### config.mk
export PLATFORM = sky130hd
export DESIGN_NAME = muldiv_unit
export DESIGN_NICKNAME = d
export VERILOG_FILES = /design/src/rtl/muldiv_unit.sv
export SDC_FILE = /design/constraint.sdc
export NUM_CORES = 1
export LEC_CHECK = 0
export ABC_AREA = 0
export ABC_CLOCK_PERIOD_IN_PS = 4000
export BUFFER_PORTS_ARGS = -buffer_cell sky130_fd_sc_hd__buf_2
export CORE_AREA = 2 2 100 73
export CTS_BUF_LIST = sky130_fd_sc_hd__clkbuf_4
export CTS_CLUSTER_SIZE = 14
export DETAILED_ROUTE_END_ITERATION = 8
export DIE_AREA = 0 0 102 75
export PLACE_DENSITY = 0.69
export SYNTH_ARGS = -nofsm -noshare
export SYNTH_HDL_FRONTEND = slang
export SYNTH_SLANG_ARGS = --single-unit
### constraint.sdc
create_clock -name clk -period 4 [get_ports clk]
set_input_delay 0.2 -clock clk [delete_from_list [all_inputs] [get_ports clk]]
set_output_delay 0.2 -clock clk [all_outputs]
set_load 0.03 [all_outputs]
### src/rtl/muldiv_unit.sv
// Iterative unsigned multiply/divide unit. It handles one operand bit per clock
// and issues a single-cycle register-file writeback request when it finishes.
module muldiv_unit #(
   parameter int WIDTH      = 8,
   parameter int REG_ADDR_W = 3
) (
   input  logic                  clk,
   input  logic                  rst,
   input  logic                  start,
   input  logic [1:0]            op,
   input  logic [WIDTH-1:0]      operand_a,
   input  logic [WIDTH-1:0]      operand_b,
   input  logic [REG_ADDR_W-1:0] dest_reg,
   output logic                  busy,
   output logic                  wb_write_signal,
   output logic [REG_ADDR_W-1:0] wb_reg,
   output logic [WIDTH-1:0]      wb_data,
   output logic                  div_by_zero
);

   localparam int CNT_W = (WIDTH > 1) ? $clog2(WIDTH) : 1;
   localparam logic [CNT_W-1:0] LAST_ITER = CNT_W'(WIDTH - 1);

   typedef enum logic [1:0] {
      ST_IDLE,
      ST_RUN,
      ST_DONE
   } state_t;

   state_t                state_q, state_d;
   logic [1:0]            op_q, op_d;
   logic [REG_ADDR_W-1:0] dest_q, dest_d;
   logic [WIDTH-1:0]      opnd_q, opnd_d;
   logic [WIDTH-1:0]      acc_q, acc_d;
   logic [WIDTH-1:0]      lo_q, lo_d;
   logic [CNT_W-1:0]      cnt_q, cnt_d;
   logic                  wb_write_q, wb_write_d;
   logic                  dbz_q, dbz_d;
   logic [REG_ADDR_W-1:0] wb_reg_q, wb_reg_d;
   logic [WIDTH-1:0]      wb_data_q, wb_data_d;

   logic [WIDTH-1:0]      mul_addend;
   logic [WIDTH:0]        mul_sum;
   logic [WIDTH:0]        div_shift;
   logic [WIDTH-1:0]      div_diff;
   logic                  div_ge;
   logic [WIDTH-1:0]      acc_step;
   logic [WIDTH-1:0]      lo_step;

   // Multiply: acc holds the high half and lo holds the multiplier, which shifts
   // out as product bits shift in. Divide: acc holds the partial remainder and
   // lo holds the dividend, which shifts out as quotient bits shift in.
   always_comb begin
      mul_addend = lo_q[0] ? opnd_q : '0;
      mul_sum    = {1'b0, acc_q} + {1'b0, mul_addend};
      div_shift  = {acc_q, lo_q[WIDTH-1]};
      div_ge     = div_shift >= {1'b0, opnd_q};
      // When div_ge holds, the difference is smaller than the divisor, so it fits in WIDTH bits.
      div_diff   = div_shift[WIDTH-1:0] - opnd_q;
      if (op_q[1]) begin
         acc_step = div_ge ? div_diff : div_shift[WIDTH-1:0];
         lo_step  = {lo_q[WIDTH-2:0], div_ge};
      end else begin
         acc_step = mul_sum[WIDTH:1];
         lo_step  = {mul_sum[0], lo_q[WIDTH-1:1]};
      end
   end

   always_comb begin
      state_d    = state_q;
      op_d       = op_q;
      dest_d     = dest_q;
      opnd_d     = opnd_q;
      acc_d      = acc_q;
      lo_d       = lo_q;
      cnt_d      = cnt_q;
      wb_write_d = 1'b0;
      dbz_d      = 1'b0;
      wb_reg_d   = wb_reg_q;
      wb_data_d  = wb_data_q;

      case (state_q)
         ST_IDLE: begin
            if (start) begin
               state_d = ST_RUN;
               op_d    = op;
               dest_d  = dest_reg;
               cnt_d   = '0;
               acc_d   = '0;
               opnd_d  = op[1] ? operand_b : operand_a;
               lo_d    = op[1] ? operand_a : operand_b;
            end
         end
         ST_RUN: begin
            acc_d = acc_step;
            lo_d  = lo_step;
            cnt_d = cnt_q + 1'b1;
            if (cnt_q == LAST_ITER) begin
               // MULHI and DIVR both read acc; MULLO and DIVQ both read lo.
               state_d    = ST_DONE;
               cnt_d      = '0;
               wb_reg_d   = dest_q;
               wb_data_d  = op_q[0] ? acc_step : lo_step;
               wb_write_d = (dest_q != '0);
               dbz_d      = op_q[1] && (opnd_q == '0);
            end
         end
         ST_DONE: begin
            state_d = ST_IDLE;
         end
         default: begin
            state_d = ST_IDLE;
         end
      endcase
   end

   always_ff @(posedge clk or posedge rst) begin
      if (rst) begin
         state_q    <= ST_IDLE;
         op_q       <= '0;
         dest_q     <= '0;
         opnd_q     <= '0;
         acc_q      <= '0;
         lo_q       <= '0;
         cnt_q      <= '0;
         wb_write_q <= 1'b0;
         dbz_q      <= 1'b0;
         wb_reg_q   <= '0;
         wb_data_q  <= '0;
      end else begin
         state_q    <= state_d;
         op_q       <= op_d;
         dest_q     <= dest_d;
         opnd_q     <= opnd_d;
         acc_q      <= acc_d;
         lo_q       <= lo_d;
         cnt_q      <= cnt_d;
         wb_write_q <= wb_write_d;
         dbz_q      <= dbz_d;
         wb_reg_q   <= wb_reg_d;
         wb_data_q  <= wb_data_d;
      end
   end

   assign busy            = (state_q != ST_IDLE);
   assign wb_write_signal = wb_write_q;
   assign wb_reg          = wb_reg_q;
   assign wb_data         = wb_data_q;
   assign div_by_zero     = dbz_q;

endmodule

==> results_dict.tcl, run 1 <==
set metrics [dict create \
    fin_skew_ps 24.22 \
    cts_made_buffers 5 \
    clk-insertion-delay-late_ps 390 \
    cp.arrival_ps 2860 \
    fmaxAchievable_mhz 393.9 \
    mappedNetlistArea_um2 3257 \
    worst_pin_slew_ps 1132 \
    diodes 0 \
    ant_nets 0 \
    num-nets-final 428 \
    final-seq-area_um2 1176 \
    io_pins 38 \
    crit_type "flip-flop to flip-flop" \
    yosysWarnings 0 \
    detail_route.wl_per_cell_um 17.42 \
    vias 2759 \
    die_h_um 75 \
    fin_setup_tns_ps 0 \
    async_reset_ff_frac 1.000 \
    setup_viol 0 \
    rsz0062_at_grt "false" \
    avgSynthCellArea_um2 9.200 \
    synth_edf_count 0 \
    placed_cell_area_um2 3475 \
    run_status "complete, no violations" \
    fp.dieW_um 102 \
    portBuffers 37 \
    cts_buffer_depth 2 \
    cts.sinks 47 \
    gr-usage-all-layers 0.2332 \
    finalCritPeriodShare 0.6347 \
    syn_inst 354 \
    htreeDepth 2 \
    layout_common_cells "nand2_1, dfrtp_1, buf_2" \
    syn2layout_area_growth_pct 10.22 \
    drc 0 \
    grt_pass1_vias 2621 \
    fin_area_um2 3590 \
    drv_cap 0 \
    powerDensity_nw_per_um2 1030 \
    hpwl_um 6277 \
    cts-resized-gates 0 \
    cts_tree "built" \
    hp-class "primary input to flip-flop" \
    maxSlewHeadroom 0.2433 \
    worstPathRequired_ps 4320 \
    regToRegSetupSlack_ps 1460 \
    synth_area_leader_cell "dfrtp_1" \
    rows 25 \
    worstSetupEndpointType "flip-flop" \
    synth_seq_area_share 0.3611 \
    synth_top_flop_cell "dfrtp_1" \
    critPathMaxFanout 10 \
    routed_via_density 5.760 \
    drive_above_1_share 0.1662 \
    multi_input_area_um2 1917 \
    cts_root_buf "clkbuf_4" \
    fill_cells 621 \
    start_kind "flip-flop" \
    min_period_ps 2539 \
    dr.pass1.iters 5 \
    cts-hold-fix-buffers 1 \
    utilization 0.5413 \
    finalMaxSlewViolations 0 \
    drt_iter0_markers 201 \
    ys_types 65 \
    yosys-top-cells-area "dfrtp_1, mux2i_1, ha_1" \
    start_util 0.4911 \
    ys_seq_elements 47 \
    final_common_cell "nand2_1" \
    core_um2 6631 \
    grt_start_max_net_pins 48 \
    grt.overflow.total 0 \
    grt_pass1_wl_um 13420 \
    yosysTopAreaCellShare 0.3611 \
    routed_wl_um 8346 \
    postCtsSetupBuffers 0 \
    dieArea_um2 7650 \
    synth_nets 398 \
    antenna_found_initial 0 \
    hold_violations 0 \
    gp_congestion 0.9156 \
    leakagePower_nw 1.646 \
    irDropWorstVdd_v 0.0003147 \
    path_clk_slew_ps 160 \
]
power by group:
| group | switching, W | leakage (nW) | total [W] | internal, W |
|---|---|---|---|---|
| registers | 0.000244 | 0.575 | 0.000947 | 0.000703 |
| logic | 0.00144 | 1.01 | 0.00238 | 0.000938 |
| clock network | 0.000165 | 0.0559 | 0.000367 | 0.000202 |
worst max-delay path, stage by stage (launching register included):
cell,delay (ps)
dfrtp_1,500
and2_1,170
ha_1,160
inv_1,60
fa_1,420
nor2b_4,170
o2111ai_2,130
nand3b_1,120
mux2_1,310
a311o_1,330
o21ai_1,130
synthesized netlist by cell type, drive strengths merged, types with 7 or more instances:
library cell,count
nand2,52
mux2i,24
o21ai,34
and2,8
nand3,10
clkbuf,10
nor2,15
a21oi,21
ha,18
dfrtp,47
nor3,10
inv,19
o221ai,7
metal layers:
metal,share of wire,track usage,vias up
li1,-,-,1348
met1,0.50,0.3442,1302
met2,0.41,0.3443,97
met3,0.072,0.06314,12
met4,0.011,0.05185,0
met5,0,0,-
layout make-up:
type / instances / area share
multi-input cells: 272 / 0.5340
clock inverters: 2 / 0.01673
clock buffers: 6 / 0.01255
repair buffers: 39 / 0.05647
inverters: 19 / 0.01987
flip-flops and latches: 47 / 0.3276
well taps: 94 / 0.03276
path summary, 6_finish.rpt:
check / start / endpoint / depth (start not counted)
max: lo_q[0] / acc_q[5] / 10
min: dest_reg[2] / dest_q[2] / 3
max reg2reg: lo_q[0] / acc_q[5] / 10
min reg2reg: wb_reg[1] / wb_reg[1] / 2
max in group asynchronous: rst / opnd_q[1] / 2
min in group asynchronous: rst / acc_q[7] / 2
cells by family (layout without fill, tap and decap cells):
family / count (synthesis) / count (layout) / synth area share
compound gates: 102 / 102 / 0.2263
xor+xnor: 6 / 6 / 0.01614
fa+ha+maj: 20 / 20 / 0.08145
buf+inv: 35 / 66 / 0.05033
flops: 47 / 47 / 0.3611
mux: 26 / 26 / 0.08183
simple gates: 118 / 118 / 0.1829
per-stage QoR:
step	total power, W	std cells	hold WS (ps)	setup WS (ps)
finish	0.003696	479	3.860	1461
global placement	0.003233	470	390.4	1563
floorplan	0.002751	354	305.4	1667
detailed placement	0.003284	470	394.4	1494
global route	0.003983	479	3.779	1260
CTS	0.003659	479	0.7852	1475
Note: power is estimated with default switching activity, not from simulation.
==> run 2, diff against run 1 <==
ABC_AREA = 1   (was 0)
ABC_CLOCK_PERIOD_IN_PS = 2000   (was 4000)
CORE_AREA = 2 2 101 73   (was 2 2 100 73)
DIE_AREA = 0 0 103 75   (was 0 0 102 75)
PLACE_DENSITY = 0.71   (was 0.69)
clock period = 2 ns   (was 4 ns; I/O delays follow)
==> run 2 against run 1 <==
The flow now finishes with violations (negative setup slack). Power rose by 120%. Flip-flop and latch count did not move. Synthesized cell count rose by 30%. Highest routed layer unchanged. Fmax rose by 25%. Wire length rose by 15%. Synthesized area rose by 1.4%. Register-to-register slack got worse by 1500 ps. Worst setup slack got worse by 1500 ps. Critical path type unchanged. Sequential power rose by 90%. Clock skew fell by 7.0 ps.
==> results_dict.tcl, run 2 <==
set metrics [dict create \
    htreeDepth 2 \
    final_common_cell "nand2_1" \
    synth_top_flop_cell "dfrtp_1" \
    layout_common_cells "nand2_1, inv_1, dfrtp_1" \
    path_clk_slew_ps 150 \
    cp_slowest_cell "dfrtp_2" \
    worstSetupEndpointType "flip-flop" \
    drc 0 \
    fin_setup_tns_ps -53.45 \
    io_pins 38 \
    irDropWorstVdd_v 0.0006991 \
    crit_type "flip-flop to flip-flop" \
    critPathBufInv 3 \
    synth_edf_count 0 \
    async_reset_ff_frac 1.000 \
    utilization 0.6189 \
    finalMaxSlewViolations 0 \
    violations "negative setup slack" \
    path_cells "nand2_1, inv_1, ha_2, inv_2, fa_2, inv_2, nand3_2, nand2_2, xnor2_1, nor2_1, a21oi_2, nand3_1, nand2_1, nand2_1" \
    diodes 0 \
    cp_top_family "adder cells" \
    finalCritPeriodShare 1.019 \
    drt_iter0_markers 294 \
    dr.pass1.iters 5 \
    portBuffers 37 \
    setup_viol 2 \
    fin_area_um2 4143 \
    start_util 0.4933 \
    syn2layout_area_growth_pct 25.46 \
    routed_wl_um 9560 \
    clk-insertion-delay-late_ps 380 \
    syn_inst 460 \
    grt_pass1_vias 2988 \
    die_h_um 75 \
    core_um2 6694 \
    hold_violations 0 \
    fmaxAchievable_mhz 490.6 \
    critPathMaxFanout 5 \
    vias 3328 \
    leakagePower_nw 2.235 \
    maxSlewHeadroom 0.5957 \
    avgSynthCellArea_um2 7.178 \
    synth_common_cells "nand2_1, inv_1, dfrtp_1, o21ai_0, nand3_1" \
    gp_congestion 0.9809 \
    fin_total_pwr_w 0.008287 \
    drive_above_1_share 0.2580 \
    hpwl_um 7016 \
    cp.arrival_ps 2330 \
    worst_pin_slew_ps 606.4 \
    detail_route.wl_per_cell_um 15.30 \
    worstPathRequired_ps 2300 \
    grt_pass1_wl_um 14830 \
    synth.most_common_cell "nand2_1" \
    rsz0062_at_grt "true" \
    cts_tree "built" \
    synth_seq_area_share 0.3562 \
    cts_made_buffers 5 \
    cts_buffer_depth 2 \
    yosysWarnings 0 \
    grt_start_max_net_pins 48 \
    powerDensity_nw_per_um2 2000 \
    start_kind "flip-flop" \
    routed_via_density 5.325 \
    antenna_found_initial 0 \
    yosys-top-cells-area "dfrtp_1, nand2_1, inv_1" \
    hp-class "primary input to flip-flop" \
    mappedNetlistArea_um2 3302 \
    crit_top_cell "nand2_1" \
    yosysTopAreaCellShare 0.3562 \
    gr-usage-all-layers 0.2543 \
    fp.dieW_um 103 \
    rows 25 \
    min_period_ps 2038 \
    postLayoutSetupSlackWorst_ps -38.24 \
    drv_cap 0 \
    synth_area_leader_cell "dfrtp_1" \
    run_status "finished with violations" \
    placed_cell_area_um2 3695 \
    fin_skew_ps 17.23 \
    max_stage_delay_ps 440 \
    num-nets-final 574 \
    dieArea_um2 7725 \
    grt.overflow.total 0 \
    cts.sinks 47 \
    ys_types 42 \
    cts_root_buf "clkbuf_4" \
    ys_seq_elements 47 \
    ant_nets 0 \
    synth_nets 504 \
]
[run 2: changes by cell type in the layout (fill, tap and decap cells not counted), moves of 12 or more]
cell,previous run,this run
nand2_1,51,151
inv_1,18,58
buf_4,1,29
mux2i_1,24,2
nand3_1,8,21
ha_1,18,6
inv_2,1,13
nand3_2,0,12
[run 2: stage by stage]
step | hold slack (ps) | setup slack, ps | instances
4_1_cts | 12.82 | 6.919 | 618
6_report | 7.308 | -38.24 | 625
3_5_place_dp | 286.6 | -69.19 | 599
5_1_grt | 2.416 | -171.0 | 625
2_1_floorplan | 221.0 | 6.057 | 460
3_3_place_gp | 284.6 | -85.82 | 599
[run 2: layout make-up]
type                            count  area [um^2]
Clock buffer                        5        37.54
Clock inverter                      3        38.79
Fill cell                         623         2551
Inverter                           73        274.0
Multi-Input combinational cell    324         1951
Sequential cell                    47         1179
Tap cell                           94        117.6
Timing Repair Buffer               79        545.5
[run 2: kinds of logic after synthesis]
kind of cell,synth area share
flops,0.3562
simple gates,0.3081
xor+xnor,0.002653
compound gates,0.1364
fa+ha+maj,0.08034
buf+inv,0.1103
mux,0.006063
[run 2: repair_timing]
item / 4_1_cts / 5_1_grt
resized for setup: 10 / 31
pin swaps: 3 / 16
endpoints found under the hold margin: 54 / 0
setup buffers: 1 / 7
endpoints found under the setup margin: 12 / 18
hold buffers: 10 / 0
cloned: 0 / 0
[run 2: where the power goes]
group | total, W | internal, W | leakage, nW | switching (W)
logic | 0.00591 | 0.00244 | 1.62 | 0.00347
clock network | 0.000578 | 0.000257 | 0.0426 | 0.000321
registers | 0.00180 | 0.00141 | 0.573 | 0.000393
total | 0.00829 | 0.00410 | 2.23 | 0.00418
[run 2: final timing paths]
path | startpoint | end | slack (ps) | depth (start not counted)
worst max-delay path | lo_q[0] | wb_data[3] | -40 | 14
min in group asynchronous | rst | wb_reg[0] | 400 | 4
max in group asynchronous | rst | acc_q[0] | 1170 | 4
worst max register to register | lo_q[0] | wb_data[3] | -40 | 14
worst min-delay path | operand_a[6] | opnd_q[6] | 7 | 3
worst min register to register | wb_reg[0] | wb_reg[0] | 500 | 2
[run 2: routing by layer]
metal,global-route usage,part of all wire,up-vias
met4,0.05848,0.015,0
met5,0,0,-
li1,-,-,1620
met3,0.04735,0.076,22
met1,0.3805,0.47,1548
met2,0.3846,0.44,138
[run 2: worst reg2reg max path, cell delays in order, from the launching register on]
cell,delay (ps)
dfrtp_2,440
nand2_1,70
inv_1,60
ha_2,190
inv_2,40
fa_2,350
inv_2,90
nand3_2,70
nand2_2,70
xnor2_1,110
nor2_1,70
a21oi_2,150
nand3_1,100
nand2_1,90
nand2_1,50
